File: config.mk
export PLATFORM = sky130hd
export DESIGN_NAME = instr_fetch
export DESIGN_NICKNAME = d
export VERILOG_FILES = /design/src/rtl/instr_fetch.sv
export SDC_FILE = /design/constraint.sdc
export NUM_CORES = 1
export LEC_CHECK = 0
export CAP_MARGIN = 20
export CORE_UTILIZATION = 45
export DETAILED_ROUTE_END_ITERATION = 8
export MAX_ROUTING_LAYER = met4
export PLACE_DENSITY = 0.77
export SETUP_SLACK_MARGIN = 0.2
export SLEW_MARGIN = 25
export SYNTH_ARGS = -nofsm -noshare
export SYNTH_HDL_FRONTEND = slang
export SYNTH_SLANG_ARGS = --single-unit
File: constraint.sdc
create_clock -name clk -period 3.1 [get_ports clk]
set_input_delay 0.93 -clock clk [delete_from_list [all_inputs] [get_ports clk]]
set_output_delay 0.93 -clock clk [all_outputs]
set_load 0.05 [all_outputs]
File: src/rtl/instr_fetch.sv
// instr_fetch: drives the instruction ROM read port and assembles 1/2/3-byte instructions for the control unit.
// Define IFETCH_ILLEGAL_TRAP_EN to trap opcodes outside the legal set (HALT with err=1).
module instr_fetch #(
  parameter int unsigned ADDR_W  = 8,
  parameter logic [7:0]  OP_LDAC = 8'd4,
  parameter logic [7:0]  OP_JPNZ = 8'd42,
  parameter logic [7:0]  OP_END  = 8'd46
) (
  input  logic              clk,
  input  logic              rst,
  input  logic              start,
  output logic              read_IRAM,
  output logic [ADDR_W-1:0] addr,
  input  logic [7:0]        instr_out,
  output logic              instr_valid,
  input  logic              instr_ready,
  output logic [7:0]        opcode,
  output logic [15:0]       operand,
  input  logic              zero_flag,
  output logic              busy,
  output logic              done,
  output logic              err
);

  localparam int unsigned BYTE_W = 8;
  localparam int unsigned OPND_W = 16;

  typedef enum logic [3:0] {
    S_IDLE,
    S_OP_RD,
    S_OP_CAP,
    S_B1_RD,
    S_B1_CAP,
    S_B2_RD,
    S_B2_CAP,
    S_ISSUE,
    S_HALT
  } state_e;

  state_e              state_q, state_d;
  logic [ADDR_W-1:0]   pc_q, pc_d;
  logic [ADDR_W-1:0]   addr_q, addr_d;
  logic [BYTE_W-1:0]   opcode_q, opcode_d;
  logic [OPND_W-1:0]   operand_q, operand_d;
  logic                read_iram_q, read_iram_d;
  logic                instr_valid_q, instr_valid_d;
  logic                busy_q, busy_d;
  logic                done_q, done_d;
  logic                err_q, err_d;
  logic [ADDR_W-1:0]   fetch_pc;

  function automatic logic is_rd(input state_e s);
    is_rd = (s == S_OP_RD) || (s == S_B1_RD) || (s == S_B2_RD);
  endfunction

`ifdef IFETCH_ILLEGAL_TRAP_EN
  function automatic logic is_legal(input logic [BYTE_W-1:0] op);
    is_legal = (op == 8'd0) || (op == 8'd4) || (op == 8'd8) || (op == 8'd11) ||
               ((op >= 8'd19) && (op <= 8'd42)) ||
               ((op >= 8'd46) && (op <= 8'd51));
  endfunction
`endif

  // Next-state logic; fetch_pc is the address the next *_RD state will present.
  always_comb begin
    state_d   = state_q;
    pc_d      = pc_q;
    addr_d    = addr_q;
    opcode_d  = opcode_q;
    operand_d = operand_q;
    done_d    = done_q;
    err_d     = err_q;
    fetch_pc  = pc_q;

    case (state_q)
      S_IDLE, S_HALT: begin
        if (start) begin
          fetch_pc = '0;
          done_d   = 1'b0;
          err_d    = 1'b0;
          state_d  = S_OP_RD;
        end
      end
      S_OP_RD: state_d = S_OP_CAP;
      S_OP_CAP: begin
        opcode_d  = instr_out;
        operand_d = '0;
        if ((instr_out == OP_LDAC) || (instr_out == OP_JPNZ)) begin
          state_d = S_B1_RD;
        end
`ifdef IFETCH_ILLEGAL_TRAP_EN
        else if (!is_legal(instr_out)) begin
          state_d = S_HALT;
          err_d   = 1'b1;
          done_d  = 1'b0;
        end
`endif
        else begin
          state_d = S_ISSUE;
        end
      end
      S_B1_RD: state_d = S_B1_CAP;
      S_B1_CAP: begin
        operand_d[7:0] = instr_out;
        state_d        = (opcode_q == OP_LDAC) ? S_B2_RD : S_ISSUE;
      end
      S_B2_RD: state_d = S_B2_CAP;
      S_B2_CAP: begin
        operand_d[15:8] = instr_out;
        state_d         = S_ISSUE;
      end
      S_ISSUE: begin
        if (instr_ready) begin
          if (opcode_q == OP_END) begin
            state_d = S_HALT;
            done_d  = 1'b1;
          end else begin
            // Taken jpnz redirects; a fall-through keeps pc past the target byte.
            if ((opcode_q == OP_JPNZ) && !zero_flag) begin
              fetch_pc = ADDR_W'(operand_q[7:0]);
            end
            state_d = S_OP_RD;
          end
        end
      end
      default: state_d = S_IDLE;
    endcase

    read_iram_d = is_rd(state_d);
    if (read_iram_d) begin
      addr_d = fetch_pc;
      pc_d   = fetch_pc + ADDR_W'(1);
    end
    instr_valid_d = (state_d == S_ISSUE);
    busy_d        = !((state_d == S_IDLE) || (state_d == S_HALT));
  end

  // State and output registers.
  always_ff @(posedge clk) begin
    if (rst) begin
      state_q       <= S_IDLE;
      pc_q          <= '0;
      addr_q        <= '0;
      opcode_q      <= '0;
      operand_q     <= '0;
      read_iram_q   <= 1'b0;
      instr_valid_q <= 1'b0;
      busy_q        <= 1'b0;
      done_q        <= 1'b0;
      err_q         <= 1'b0;
    end else begin
      state_q       <= state_d;
      pc_q          <= pc_d;
      addr_q        <= addr_d;
      opcode_q      <= opcode_d;
      operand_q     <= operand_d;
      read_iram_q   <= read_iram_d;
      instr_valid_q <= instr_valid_d;
      busy_q        <= busy_d;
      done_q        <= done_d;
      err_q         <= err_d;
    end
  end

  assign read_IRAM   = read_iram_q;
  assign addr        = addr_q;
  assign instr_valid = instr_valid_q;
  assign opcode      = opcode_q;
  assign operand     = operand_q;
  assign busy        = busy_q;
  assign done        = done_q;
  assign err         = err_q;

endmodule
# [Yosys cells after proc, flatten, opt, wreduce, memory -nomap -nowiden]
# Cells that the tools add are included.
[op_classes] eq_ne=21 n_mux=17 reduce_logical=14 addsub=1
[op_table] cell="one-hot mux 8 bit (2 select lines)" n=3
[op_table] cell="two-way mux 8 bit" n=4
[op_table] cell="one-hot mux 4 bit (8 select lines)" n=1
[op_table] cell="equality test 4 x 3 -> 1 bit, second input constant" n=6
[op_table] cell="equality test 8 x 6 -> 1 bit, second input constant" n=3
[op_table] cell="equality test 8 x 3 -> 1 bit, second input constant" n=2
[op_table] cell="equality test 4 x 2 -> 1 bit, second input constant" n=3
[op_table] cell="two-way mux 4 bit" n=3
[op_table] cell="adder 8 x 1 -> 8 bit, second input constant" n=1
[op_table] cell="equality test 4 x 1 -> 1 bit, second input constant" n=2
[op_table] cell="equality test 4 bit, second input constant" n=2
[op_table] cell="logical NOT 4 bit" n=2
[op_table] cell="!= test 2 bit, second input constant" n=3
[op_table] cell="nonzero test 2 bit" n=3
[op_table] cell="logical OR 1 bit" n=4
[op_table] cell="AND reduction 4 bit" n=1
[op_table] cell="two-way mux 1 bit" n=3
[op_table] cell="two-way mux 3 bit" n=1
[op_table] cell="logical NOT 1 bit" n=2
[op_table] cell="two-way mux 2 bit" n=1
[op_table] cell="one-hot mux 1 bit (2 select lines)" n=1
[op_table] cell="OR reduction 2 bit" n=1
[op_table] cell="logical AND 1 bit" n=1
[word_totals] word_cells=63 regBits=48 out_inout_bits=37 input_bits=13

# [Logic depth before layout (Yosys ltp)]
[logic_depth] word_depth=7 ltp_mapped=15 mapped_depth_nobuf=11

# [Least setup slack after synthesis]
# OpenSTA, ideal clock, no wires.
[synth_path] path_type="input to register" startpoint="in zero_flag" endpoint="reg pc_q[6]" path_buffers=3 setup_slack_ns=0.123 required_time_ns=2.961 cell_stages=14 t_arrival_ns=2.837 setup_time_ns=0.139 cell_sequence="nor4b_1 and4_1 buf_2 buf_2 buf_2 nor2_1 a21oi_1 inv_1 ha_1 nand3_1 xor2_1 nor3_1 a21oi_1 a211oi_2"
[synth_between] elab_chain_len=7
[synth_lines] element="start, declared" line="19" text="input logic zero_flag,"
[synth_lines] element="logical NOT 1 bit" line="119" text="if ((opcode_q == OP_JPNZ) && !zero_flag) begin"
[synth_lines] element="logical AND 1 bit" line="119"
[synth_lines] element="two-way mux 8 bit" line="119"
[synth_lines] element="two-way mux 8 bit" line="114" text="if (opcode_q == OP_END) begin"
[synth_lines] element="two-way mux 8 bit" line="113" text="if (instr_ready) begin"
[synth_lines] element="one-hot mux 8 bit (2 select lines)" line="75" text="case (state_q)"
[synth_lines] element="via fetch_pc[0]" line="50" text="logic [ADDR_W-1:0] fetch_pc;"
[synth_lines] element="adder 8 x 1 -> 8 bit" line="132" text="pc_d = fetch_pc + ADDR_W'(1);"
[synth_lines] element="end signal, assigned" line="153" text="pc_q <= pc_d;"
[synth_lines] element="end, declared" line="41" text="logic [ADDR_W-1:0] pc_q, pc_d;"
# The timed path passes the listed nets, and every way through them passes these cells.
# A chain may end at the register's enable or synchronous reset.

# [Final worst setup path]
[layout_path] startpoint="in zero_flag" endpoint="reg pc_q[7]"
[layout_between] elab_chain_len=7
[layout_lines] element="logical NOT 1 bit" line="119"
[layout_lines] element="logical AND 1 bit" line="119"
[layout_lines] element="two-way mux 8 bit" line="119"
[layout_lines] element="two-way mux 8 bit" line="114"
[layout_lines] element="two-way mux 8 bit" line="113"
[layout_lines] element="one-hot mux 8 bit (2 select lines)" line="75"
[layout_lines] element="adder 8 x 1 -> 8 bit" line="132"
# Every way passes these cells.

==> flow_metrics.tcl <==
set metrics [dict create \
    num_vias 2070 \
    synthCells 274 \
    use_met3_pct 5.39 \
    synth_area_um2 2270 \
    grt_first_pass_wirelength_mm 8.82 \
    floorplan.die_area_um2 5320 \
    ys_dominant_reg_cell "sky130_fd_sc_hd__dfxtp_1" \
    syn-num-nets 288 \
    cts_buf_count 5 \
    grt_setup_unrepaired "no" \
    coreArea_um2 4790 \
    timing.critical_path.cells "clkdlybuf4s50_1 > nor4b_2 > and4_4 > buf_4 > mux2_2 > a21oi_1 > xor2_1 > o22ai_1" \
    std_cell_rows 25 \
    fmax_mhz 360 \
    final_period_minus_worst_setup_slack_ns 2.78 \
    detail_route.wirelength_mm 5.37 \
    post_dp_cell_area_um2 2790 \
    place_ws_ns -0.0853 \
    status "finished clean" \
    design_area_um2 2950 \
    grt_util_met2_pct 34.1 \
    synth_top_cell_area_share_pct 42.4 \
    final.setup_skew_ns 0.00466 \
    synth.yosys.seq_area_share_pct 42.4 \
    required_ns 3.28 \
    areaGrowthSynthToFinish_pct 30.1 \
    cts.repair_timing.setup_buffer_count 0 \
    finalNetCount 333 \
    grt_antenna_before_repair 0 \
    hold_viol 0 \
    layout-drive-gt1-share_pct 12.5 \
    antenna_cells 0 \
    initial_core_util_pct 47.3 \
    h-tree-depth 2 \
    final.setup.tns_ns 0 \
    async_flop_share_pct 0 \
    die_extent_in_x_um 73.0 \
    clock_latency_ns 0.30 \
    drtAntennaViolNets 0 \
    globalRoute.busiestLayer "met2" \
    wire_per_inst_um 13.9 \
    grt_start_max_net_pins 38 \
    yosysTopAreaCell "sky130_fd_sc_hd__dfxtp_1" \
    gr-usage-all-layers_pct 22.3 \
    vias_in_the_first_global_route 1849 \
    post-synth-top-count-cell "sky130_fd_sc_hd__dfxtp_1" \
    yosysWarningCount 0 \
    final_max_slew_viol_count 0 \
    clockBufferDepth 2 \
    finalWeightedCongestion 0.875 \
    post-layout-total-power_w 0.00280 \
    critPathTopFamily "buffers and inverters" \
    min_period_over_period_pct 89.5 \
    holdBufCountCts 0 \
    critical_path.endpoint_type "flip-flop" \
    worst_path_max_delay_cell "sky130_fd_sc_hd__clkdlybuf4s50_1" \
    drt-pass1-iter-count 4 \
    final_util_pct 61.6 \
    power.ir.vdd_worst_mv 0.381 \
    postSynthAreaPerCell_um2 8.27 \
    critical-path-max-stage-delay_ns 0.42 \
    drtIter0Drc 122 \
    boundaryPins 50 \
    maxCapViolations 0 \
    worst-path-buf-inv 2 \
    detailed_route_drc_error_count 0 \
    tritoncts "yes" \
    congestion_overflow_gr 0 \
    yosys-top-cells-count "sky130_fd_sc_hd__dfxtp_1 (48), sky130_fd_sc_hd__nand2_1 (39), sky130_fd_sc_hd__nor2_1 (35), sky130_fd_sc_hd__a21oi_1 (28), sky130_fd_sc_hd__nand3_1 (16)" \
    startpoint_type "input pin" \
    clockRootBuffer "sky130_fd_sc_hd__clkbuf_8" \
    routed_via_density 5.36 \
    path_clk_slew_ns 0.08 \
    power_density_nw_per_um2 950 \
    critPathMaxFanout 19 \
    synth_cell_types 43 \
    grtUsageMet1_pct 29.5 \
    dieHeight_um 73.0 \
    fill_cells 411 \
    static-leakage-power_nw 1.08 \
    synth_enable_flop_cells 0 \
    final-seq-area_um2 961 \
    detailedPlacementHpwl_mm 3.79 \
    setup-violations-final 0 \
    synth_top_cells_by_area "sky130_fd_sc_hd__dfxtp_1 (42%), sky130_fd_sc_hd__nand2_1 (6.5%), sky130_fd_sc_hd__a21oi_1 (6.2%)" \
    hold_class "flip-flop to flip-flop" \
    cts-resized-gates 0 \
    multi_input_area_um2 1170 \
    worst-endpoint-arrival_ns 2.96 \
    numPortBuffers 48 \
    crit_type "input pin to flip-flop" \
    worst_slew_margin_rel_pct 49.0 \
    clk_sinks 48 \
    fin_ws_ns 0.324 \
    transition_time_at_the_pin_with_the_least_slew_margin_ns 0.759 \
    yosys_register_bits 48 \
]
==> cells by family after synthesis <==
kind of cell	count (synthesis)	share of synthesized area, %
flops	48	42.4
other cells	1	0.165
mux	7	3.15
xor+xnor	7	2.71
simple gates	121	25.6
buf+inv	27	6.79
fa+ha+maj	1	0.552
compound gates	62	18.6
==> routing by layer <==
metal | wire, µm | part of all wire [%]
met4 | 80 | 1.5
met2 | 2490 | 46
met5 | 0 | 0
met1 | 2490 | 46
met3 | 316 | 5.9
==> worst register-to-register path: cells and delay by family, from the launching register on <==
kind	cells	cell delay, ns
buffers and inverters	1	0.18
AOI/OAI and AO/OA	3	0.51
DFF	1	0.59
and+or+nand+nor	3	1.06
==> cells in the final DEF, fill, tap and decap left out, types with 2 or more instances in the layout <==
master                            count
sky130_fd_sc_hd__dfxtp_1             48
sky130_fd_sc_hd__nand2_1             39
sky130_fd_sc_hd__nor3_1               6
sky130_fd_sc_hd__or3b_2               2
sky130_fd_sc_hd__nand2b_1             2
sky130_fd_sc_hd__and3_1               7
sky130_fd_sc_hd__inv_1                6
sky130_fd_sc_hd__o22ai_1              3
sky130_fd_sc_hd__o21ai_0              6
sky130_fd_sc_hd__xor2_1               4
sky130_fd_sc_hd__or4b_4               2
sky130_fd_sc_hd__bufinv_16            2
sky130_fd_sc_hd__nor4_1               2
sky130_fd_sc_hd__xnor2_1              3
sky130_fd_sc_hd__a211oi_2             7
sky130_fd_sc_hd__clkbuf_8             5
sky130_fd_sc_hd__a22oi_1              8
sky130_fd_sc_hd__clkdlybuf4s50_1     47
sky130_fd_sc_hd__a21oi_1             27
sky130_fd_sc_hd__mux2i_1              6
sky130_fd_sc_hd__nand3_1             16
sky130_fd_sc_hd__nor2_1              35
sky130_fd_sc_hd__a21oi_2              3
sky130_fd_sc_hd__buf_4               10
sky130_fd_sc_hd__a41o_1               2
==> registers in the layout, summed over array words and instances (netlist names) <==
name and count:
instr_valid 1, pc_q 8, busy 1, read_IRAM 1, opcode 8, state_q 4
addr 8, done 1, operand 16
==> worst paths after layout <==
kind | end | cells after the start | slack (ns) | startpoint
worst min-delay path | pc_q[7] | 2 | 0.49 | pc_q[7]
worst max-delay path | pc_q[7] | 8 | 0.32 | zero_flag
worst max register to register | pc_q[7] | 7 | 0.65 | state_q[1]
worst min register to register | pc_q[7] | 2 | 0.49 | pc_q[7]
==> area by class of cell <==
cell class                 count  area share [%]
clock buffer                   5            2.33
clock inverter                 2            2.04
inverter                       6           0.764
multi-input combinational    199            39.8
sequential                    48            32.6
tap                           67            2.84
timing repair buffer          59            19.6
==> power by group <==
group | internal, W | total [W] | switching (W)
Clock | 0.000317 | 0.000513 | 0.000196
Sequential | 0.000754 | 0.000900 | 0.000146
Combinational | 0.000514 | 0.00139 | 0.000874
==> per-stage QoR <==
step,std cells,hold slack (ns)
3_3_place_gp,379,0.465
2_1_floorplan,274,0.446
3_5_place_dp,379,0.467
6_report,386,0.488
5_1_grt,386,0.525
4_1_cts,386,0.486
No activity file was read; power rests on OpenSTA's default activity.
